### src/rtl/fetch_stage_if.sv
// ---------------------------------------------------------------------------
// fetch_stage_if
// Instruction-memory request/response bus between the fetch stage and
// instruction memory. Single outstanding request, in-order responses.
//
//   imemAddr   : request address (fetch PC)
//   imemReq    : request valid
//   imemGnt    : request accepted when imemReq & imemGnt
//   imemRdata  : response instruction word
//   imemRvalid : response valid, at least one cycle after the grant
//
// master modport : fetch stage side
// slave modport  : instruction memory side
// ---------------------------------------------------------------------------
interface fetch_stage_if;
  localparam int unsigned XLEN = 32;

  logic [XLEN-1:0] imemAddr;
  logic            imemReq;
  logic            imemGnt;
  logic [XLEN-1:0] imemRdata;
  logic            imemRvalid;

  modport master (
    output imemAddr,
    output imemReq,
    input  imemGnt,
    input  imemRdata,
    input  imemRvalid
  );

  modport slave (
    input  imemAddr,
    input  imemReq,
    output imemGnt,
    output imemRdata,
    output imemRvalid
  );
endinterface

### src/rtl/fetch_stage.sv
// ---------------------------------------------------------------------------
// fetch_stage
// Instruction fetch stage. Owns the fetch PC, selects the next PC from
// execute-stage redirects, runs a single-outstanding req/gnt/rvalid
// handshake to instruction memory, parks one response in a hold buffer
// when decode cannot take it, and drives the IF/ID pipeline register.
//
//   clk, rst      : clock (rising edge), asynchronous active-high reset
//   stall_IF      : blocks new fetch requests, holds the PC
//   stall_ID      : holds the IF/ID register
//   flush_ID      : loads a bubble into IF/ID
//   PCNextSrc_EX  : 00 seq, 01 branch/jal, 10 jalr, 11 seq
//   PCTarget_EX   : branch/jal target
//   ALUResult_EX  : jalr target
//   imem          : instruction memory bus (master side)
//   instr_ID      : IF/ID instruction
//   PC_ID         : IF/ID PC
//   PCPlus4_ID    : IF/ID PC+4
//   valid_ID      : IF/ID holds a real instruction
// ---------------------------------------------------------------------------
module fetch_stage #(
  parameter logic [31:0] RESET_PC  = 32'h0000_0000,
  parameter logic [31:0] NOP_INSTR = 32'h0000_0013
) (
  input  logic                clk,
  input  logic                rst,
  input  logic                stall_IF,
  input  logic                stall_ID,
  input  logic                flush_ID,
  input  logic [1:0]          PCNextSrc_EX,
  input  logic [31:0]         PCTarget_EX,
  input  logic [31:0]         ALUResult_EX,
  fetch_stage_if.master       imem,
  output logic [31:0]         instr_ID,
  output logic [31:0]         PC_ID,
  output logic [31:0]         PCPlus4_ID,
  output logic                valid_ID
);

  localparam int unsigned XLEN        = 32;
  localparam int unsigned INSTR_BYTES = 4;

  typedef enum logic [1:0] {
    FETCH   = 2'd0,
    WAIT    = 2'd1,
    DISCARD = 2'd2
  } fetchState_t;

  fetchState_t     state;
  fetchState_t     stateNext;

  logic [XLEN-1:0] pcF;
  logic [XLEN-1:0] pcReq;
  logic            bufValid;
  logic [XLEN-1:0] bufInstr;
  logic [XLEN-1:0] bufPC;

  logic            redirect;
  logic [XLEN-1:0] targetSel;
  logic [XLEN-1:0] target;
  logic            issueOk;
  logic            liveResp;
  logic            deliverDirect;
  logic            req;
  logic            granted;

  // Redirect decode; targets are forced word-aligned.
  assign redirect  = (PCNextSrc_EX == 2'b01) || (PCNextSrc_EX == 2'b10);
  assign targetSel = (PCNextSrc_EX == 2'b01) ? PCTarget_EX : ALUResult_EX;
  assign target    = {targetSel[XLEN-1:2], 2'b00};

  // A new request may go out only when nothing is parked and no redirect is
  // pending; rst gates it so the bus is quiet while reset is held.
  assign issueOk = ~redirect & ~stall_IF & ~bufValid & ~rst;

  // Response belongs to the current path and is consumed this cycle.
  assign liveResp      = (state == WAIT) & imem.imemRvalid & ~redirect;
  assign deliverDirect = liveResp & ~stall_ID & ~flush_ID;

  assign granted       = req & imem.imemGnt;
  assign imem.imemReq  = req;
  assign imem.imemAddr = pcF;

  // FSM state register.
  always_ff @(posedge clk or posedge rst) begin
    if (rst) begin
      state <= FETCH;
    end else begin
      state <= stateNext;
    end
  end

  // Next-state and request logic.
  always_comb begin
    stateNext = state;
    req       = 1'b0;
    unique case (state)
      FETCH: begin
        req = issueOk;
        if (req && imem.imemGnt) begin
          stateNext = WAIT;
        end
      end
      WAIT: begin
        if (imem.imemRvalid) begin
          if (redirect) begin
            stateNext = FETCH;
          end else begin
            // Back-to-back issue only when the response bypasses the buffer.
            req       = issueOk & deliverDirect;
            stateNext = (req && imem.imemGnt) ? WAIT : FETCH;
          end
        end else if (redirect) begin
          stateNext = DISCARD;
        end
      end
      DISCARD: begin
        if (imem.imemRvalid) begin
          stateNext = FETCH;
        end
      end
      default: begin
        stateNext = FETCH;
      end
    endcase
  end

  // Fetch PC and outstanding-request address.
  always_ff @(posedge clk or posedge rst) begin
    if (rst) begin
      pcF   <= RESET_PC;
      pcReq <= RESET_PC;
    end else begin
      if (redirect) begin
        pcF <= target;
      end else if (granted) begin
        pcF <= pcF + XLEN'(INSTR_BYTES);
      end
      if (granted) begin
        pcReq <= pcF;
      end
    end
  end

  // One-entry hold buffer for responses decode could not accept.
  always_ff @(posedge clk or posedge rst) begin
    if (rst) begin
      bufValid <= 1'b0;
      bufInstr <= NOP_INSTR;
      bufPC    <= '0;
    end else begin
      if (redirect) begin
        bufValid <= 1'b0;
      end else if (liveResp && (stall_ID || flush_ID)) begin
        bufValid <= 1'b1;
        bufInstr <= imem.imemRdata;
        bufPC    <= pcReq;
      end else if (bufValid && !stall_ID && !flush_ID) begin
        bufValid <= 1'b0;
      end
    end
  end

  // IF/ID pipeline register: flush, hold, buffer, live response, bubble.
  always_ff @(posedge clk or posedge rst) begin
    if (rst) begin
      instr_ID   <= NOP_INSTR;
      PC_ID      <= '0;
      PCPlus4_ID <= '0;
      valid_ID   <= 1'b0;
    end else if (flush_ID) begin
      instr_ID   <= NOP_INSTR;
      PC_ID      <= '0;
      PCPlus4_ID <= '0;
      valid_ID   <= 1'b0;
    end else if (stall_ID) begin
      instr_ID   <= instr_ID;
      PC_ID      <= PC_ID;
      PCPlus4_ID <= PCPlus4_ID;
      valid_ID   <= valid_ID;
    end else if (bufValid) begin
      instr_ID   <= bufInstr;
      PC_ID      <= bufPC;
      PCPlus4_ID <= bufPC + XLEN'(INSTR_BYTES);
      valid_ID   <= 1'b1;
    end else if (liveResp) begin
      instr_ID   <= imem.imemRdata;
      PC_ID      <= pcReq;
      PCPlus4_ID <= pcReq + XLEN'(INSTR_BYTES);
      valid_ID   <= 1'b1;
    end else begin
      instr_ID   <= NOP_INSTR;
      PC_ID      <= '0;
      PCPlus4_ID <= '0;
      valid_ID   <= 1'b0;
    end
  end

endmodule

### src/flat_wrapper.sv
// flat-port wrapper written by rule: the top's interface ports become plain ports
module fetch_stage_flat 
#(
  parameter logic [31:0] RESET_PC  = 32'h0000_0000,
  parameter logic [31:0] NOP_INSTR = 32'h0000_0013
)
  (clk, rst, stall_IF, stall_ID, flush_ID, PCNextSrc_EX, PCTarget_EX, ALUResult_EX, instr_ID, PC_ID, PCPlus4_ID, valid_ID, imem_imemAddr, imem_imemReq, imem_imemGnt, imem_imemRdata, imem_imemRvalid);
  fetch_stage_if imem_i ();
  input  logic clk;
  input  logic rst;
  input  logic stall_IF;
  input  logic stall_ID;
  input  logic flush_ID;
  input  logic [1:0] PCNextSrc_EX;
  input  logic [31:0] PCTarget_EX;
  input  logic [31:0] ALUResult_EX;
  output logic [31:0] instr_ID;
  output logic [31:0] PC_ID;
  output logic [31:0] PCPlus4_ID;
  output logic valid_ID;
  output wire logic [$bits(imem_i.imemAddr)-1:0] imem_imemAddr;
  output wire logic [$bits(imem_i.imemReq)-1:0] imem_imemReq;
  input wire logic [$bits(imem_i.imemGnt)-1:0] imem_imemGnt;
  input wire logic [$bits(imem_i.imemRdata)-1:0] imem_imemRdata;
  input wire logic [$bits(imem_i.imemRvalid)-1:0] imem_imemRvalid;
  assign imem_imemAddr = imem_i.imemAddr;
  assign imem_imemReq = imem_i.imemReq;
  assign imem_i.imemGnt = imem_imemGnt;
  assign imem_i.imemRdata = imem_imemRdata;
  assign imem_i.imemRvalid = imem_imemRvalid;
  fetch_stage #(.RESET_PC(RESET_PC), .NOP_INSTR(NOP_INSTR)) u_core (.clk(clk), .rst(rst), .stall_IF(stall_IF), .stall_ID(stall_ID), .flush_ID(flush_ID), .PCNextSrc_EX(PCNextSrc_EX), .PCTarget_EX(PCTarget_EX), .ALUResult_EX(ALUResult_EX), .imem(imem_i), .instr_ID(instr_ID), .PC_ID(PC_ID), .PCPlus4_ID(PCPlus4_ID), .valid_ID(valid_ID));
endmodule
### config.mk
export PLATFORM = sky130hd
export DESIGN_NAME = fetch_stage_flat
export DESIGN_NICKNAME = d
export VERILOG_FILES = /design/src/rtl/fetch_stage_if.sv /design/src/rtl/fetch_stage.sv /design/src/flat_wrapper.sv
export SDC_FILE = /design/constraint.sdc
export NUM_CORES = 1
export LEC_CHECK = 0
export CAP_MARGIN = 10
export CORE_AREA = 4 4 150 152
export CTS_BUF_LIST = sky130_fd_sc_hd__clkbuf_8
export CTS_CLUSTER_DIAMETER = 100
export DETAILED_ROUTE_END_ITERATION = 7
export DIE_AREA = 0 0 154 156
export HOLD_SLACK_MARGIN = 0.02
export PLACE_DENSITY_LB_ADDON = 0.1
export SYNTH_ARGS = -nofsm -noshare
export SYNTH_HDL_FRONTEND = slang
export SYNTH_SLANG_ARGS = --single-unit
### constraint.sdc
create_clock -name clk -period 9.7 [get_ports clk]
set_clock_uncertainty 0.2 [all_clocks]
set_input_delay 1.94 -clock clk [delete_from_list [all_inputs] [get_ports clk]]
set_output_delay 1.94 -clock clk [all_outputs]
set_load 0.02 [all_outputs]
==> results.sh <==
export IMPL_area_growth_pct=28.6
export IMPL_final_nets=1410
export IMPL_rsz0062_at_grt="false"
export IMPL_cts_resized_gates=0
export IMPL_slowest_stage="clkdlybuf4s50_1"
export IMPL_ctsHoldBuffers=0
export IMPL_core_region_area_um2=21000
export IMPL_worstMarginPinSlew_ns=1.06
export IMPL_cts_setup_buffers=0
export IMPL_fin_tns_setup_ns=0
export IMPL_grt_max_degree=143
export IMPL_root_buffer="clkbuf_8"
export IMPL_yosysSeqAreaShare=0.498
export IMPL_cpMostUsedCell="clkdlybuf4s50_1"
export IMPL_whs_path_depth=2
export IMPL_n_antenna_cell=0
export IMPL_r2r_end="u_core.bufInstr[11]"
export IMPL_critical_path_class="primary input to output pin"
export IMPL_drive_gt1_frac=0.115
export IMPL_cts_max_level=2
export IMPL_yosysWarnings=0
export IMPL_cp_end_kind="output pin"
export IMPL_grt_usage=0.246
export IMPL_min_path_type="register to register"
export IMPL_worst_skew_pair_late_latency_ns=0.52
export IMPL_synth_most_common_cell="dfrtp_1"
export IMPL_wire_per_inst_um=18.8
export IMPL_cts_buffers=38
export IMPL_die_area_um2=24000
export IMPL_path_delay_family="buffers and inverters"
export IMPL_drtPass1Iterations=7
export IMPL_max_freq_mhz=158
export IMPL_async_reset_ff_frac=1.00
export IMPL_p_leak_nw=6.06
export IMPL_syn_inst=1107
export IMPL_yosysTopAreaCell="dfrtp_1"
export IMPL_ir_drop_v=0.000103
export IMPL_syn_area_per_cell_um2=9.95
export IMPL_grt_pass1_vias=8965
export IMPL_hold_start="u_core.valid_ID"
export IMPL_maxCapViolCount=0
export IMPL_r2r_start="u_core.state[1]"
export IMPL_reg2reg_depth=4
export IMPL_grt_overflow_total=0
export IMPL_rows=53
export IMPL_postRouteWirelength_um=30100
export IMPL_clockBufferDepth=3
export IMPL_post_route_period_util=0.653
export IMPL_setup_viol=0
export IMPL_via_per_inst=5.74
export IMPL_power_density_nw_per_um2=182
export IMPL_synth_common_cells="dfrtp_1, nand2_1, clkbuf_1, mux2_2, xnor2_1"
export IMPL_vias=9198
export IMPL_required_ns=7.56
export IMPL_synth_cell_types=61
export IMPL_cp_start_kind="primary input"
export IMPL_ys_top_cells_by_area="dfrtp_1, mux2_2, nand2_1"
export IMPL_gp_congestion=0.896
export IMPL_yosysTopAreaCellShare=0.484
export IMPL_netlist_area_um2=11000
export IMPL_die_w_um=154
export IMPL_hold_viol=0
export IMPL_fin_crit_ns=6.33
export IMPL_post_route_util=0.674
export IMPL_dpl_hpwl_um=20700
export IMPL_worstPathCellList="clkdlybuf4s50_1 > inv_1 > ha_2 > buf_4 > o211a_1 > clkdlybuf4s50_1"
export IMPL_outcome="finished clean"
export IMPL_min_to="u_core.valid_ID"
export IMPL_drc=0
export IMPL_ant_nets=0
export IMPL_die_height_um=156
export IMPL_antenna_found_initial=0
export IMPL_io_pins=235
export IMPL_crit_arrival_ns=4.19
export IMPL_slowest_delay_ns=0.65
export IMPL_path_buf_inv=4
export IMPL_r2r_slack_ns=6.76
export IMPL_critPathMaxFanout=70
export IMPL_ys_ff_latch=219
export IMPL_synth_edff_count=0
export IMPL_drt_iter0_drc=758
export IMPL_cts_sinks=219
export IMPL_start_util=0.524
export IMPL_maxSlewHeadroom=0.293
export IMPL_cts_tree="done"
export IMPL_finalMaxSlewViolations=0
export IMPL_synth_flop_cell="dfrtp_1"
export IMPL_path_clk_slew_ns=0.05
export IMPL_portBuffers=228
export IMPL_grt_pass1_wl_um=48400
[cell usage in the layout, fill, tap and decap left out, types with 4 or more instances in the layout]
cell type and n:
or3_1 4, clkdlybuf4s50_1 228, nor2_1 46, xnor2_1 51, clkbuf_8 49, nand4_1 23
a222oi_1 30, o21ai_0 41, mux2i_1 17, a221o_1 7, dfrtp_1 212, nor2b_1 28
or4_1 5, buf_4 15, nor3_1 45, a311oi_1 13, and2_1 4, nor4_1 12
and3_1 12, a21oi_1 33, nand2_1 152, inv_1 58, o211ai_1 5, a22oi_1 5
a211oi_1 28, xor2_1 17, a221oi_1 11, and4_1 13, mux2_2 64, nand3_1 34
dfstp_2 6, o31ai_1 4
[layer usage]
layer | part of all wire | vias up | global-route usage
li1 | - | 4386 | -
met1 | 0.43 | 4381 | 0.353
met2 | 0.45 | 392 | 0.375
met3 | 0.097 | 39 | 0.0646
met4 | 0.018 | 0 | 0.0664
met5 | 0 | - | 0
[worst min-delay path, stage by stage, from the launching register on]
cell     delay [ns]
dfrtp_1        0.33
nand2_1        0.05
nand2_1        0.05
[report_power, final]
| group | switching (W) | internal [W] | leakage, nW |
|---|---|---|---|
| logic | 0.000229 | 0.000253 | 2.78 |
| registers | 0.000228 | 0.00106 | 2.85 |
| clock network | 0.000362 | 0.000450 | 0.435 |
| total | 0.000819 | 0.00177 | 6.06 |
[final cells by class]
class                           count  area [um^2]
Clock buffer                       49          674
Sequential cell                   219         5490
Tap cell                          275          344
Timing Repair Buffer              243         2390
Fill cell                        1763         6850
Inverter                           46          180
Multi-Input combinational cell    753         5020
Clock inverter                     17         70.1
[registers in the layout, summed over array words and instances (netlist names)]
name                  count
u_core.pcReq             30
u_core.imem.imemAddr     30
u_core.state              2
u_core.PC_ID             30
u_core.bufPC             30
u_core.bufValid           1
u_core.PCPlus4_ID        31
u_core.valid_ID           1
u_core.bufInstr          32
u_core.instr_ID          32
[worst max-delay path by stage]
stage / endpoint / slack [ns] / from / cells past startpoint
2_1_floorplan: u_core.PCPlus4_ID[10] / 1.58 / rst / 1
3_3_place_gp: imem_imemReq / 3.38 / PCNextSrc_EX[1] / 6
3_5_place_dp: imem_imemReq / 3.39 / PCNextSrc_EX[1] / 6
4_1_cts: imem_imemReq / 3.38 / PCNextSrc_EX[1] / 6
5_1_grt: imem_imemReq / 3.27 / PCNextSrc_EX[1] / 6
6_report: imem_imemReq / 3.37 / PCNextSrc_EX[1] / 6
[metrics by stage]
stage	hold slack [ns]	setup slack (ns)	instances	power [W]	instance area (um^2)
2_1_floorplan	0.252	1.58	1108	0.00156	11000
3_3_place_gp	0.258	3.38	1536	0.00176	13400
3_5_place_dp	0.263	3.39	1536	0.00178	13400
4_1_cts	0.276	3.38	1602	0.00260	14200
5_1_grt	0.307	3.27	1602	0.00273	14200
6_report	0.270	3.37	1602	0.00258	14200
[cells by family after synthesis]
| logic type | count (synthesis) | share of synthesized area |
|---|---|---|
| AO/OA/AOI/OAI | 199 | 0.132 |
| XOR/XNOR | 68 | 0.0540 |
| adder cells (fa/ha/maj) | 4 | 0.00454 |
| buffers and inverters | 136 | 0.0502 |
| flip-flops | 219 | 0.498 |
| multiplexers | 81 | 0.0808 |
| other | 1 | 0.000340 |
| AND/OR/NAND/NOR | 399 | 0.180 |
Power figures use the tool's default switching activity.
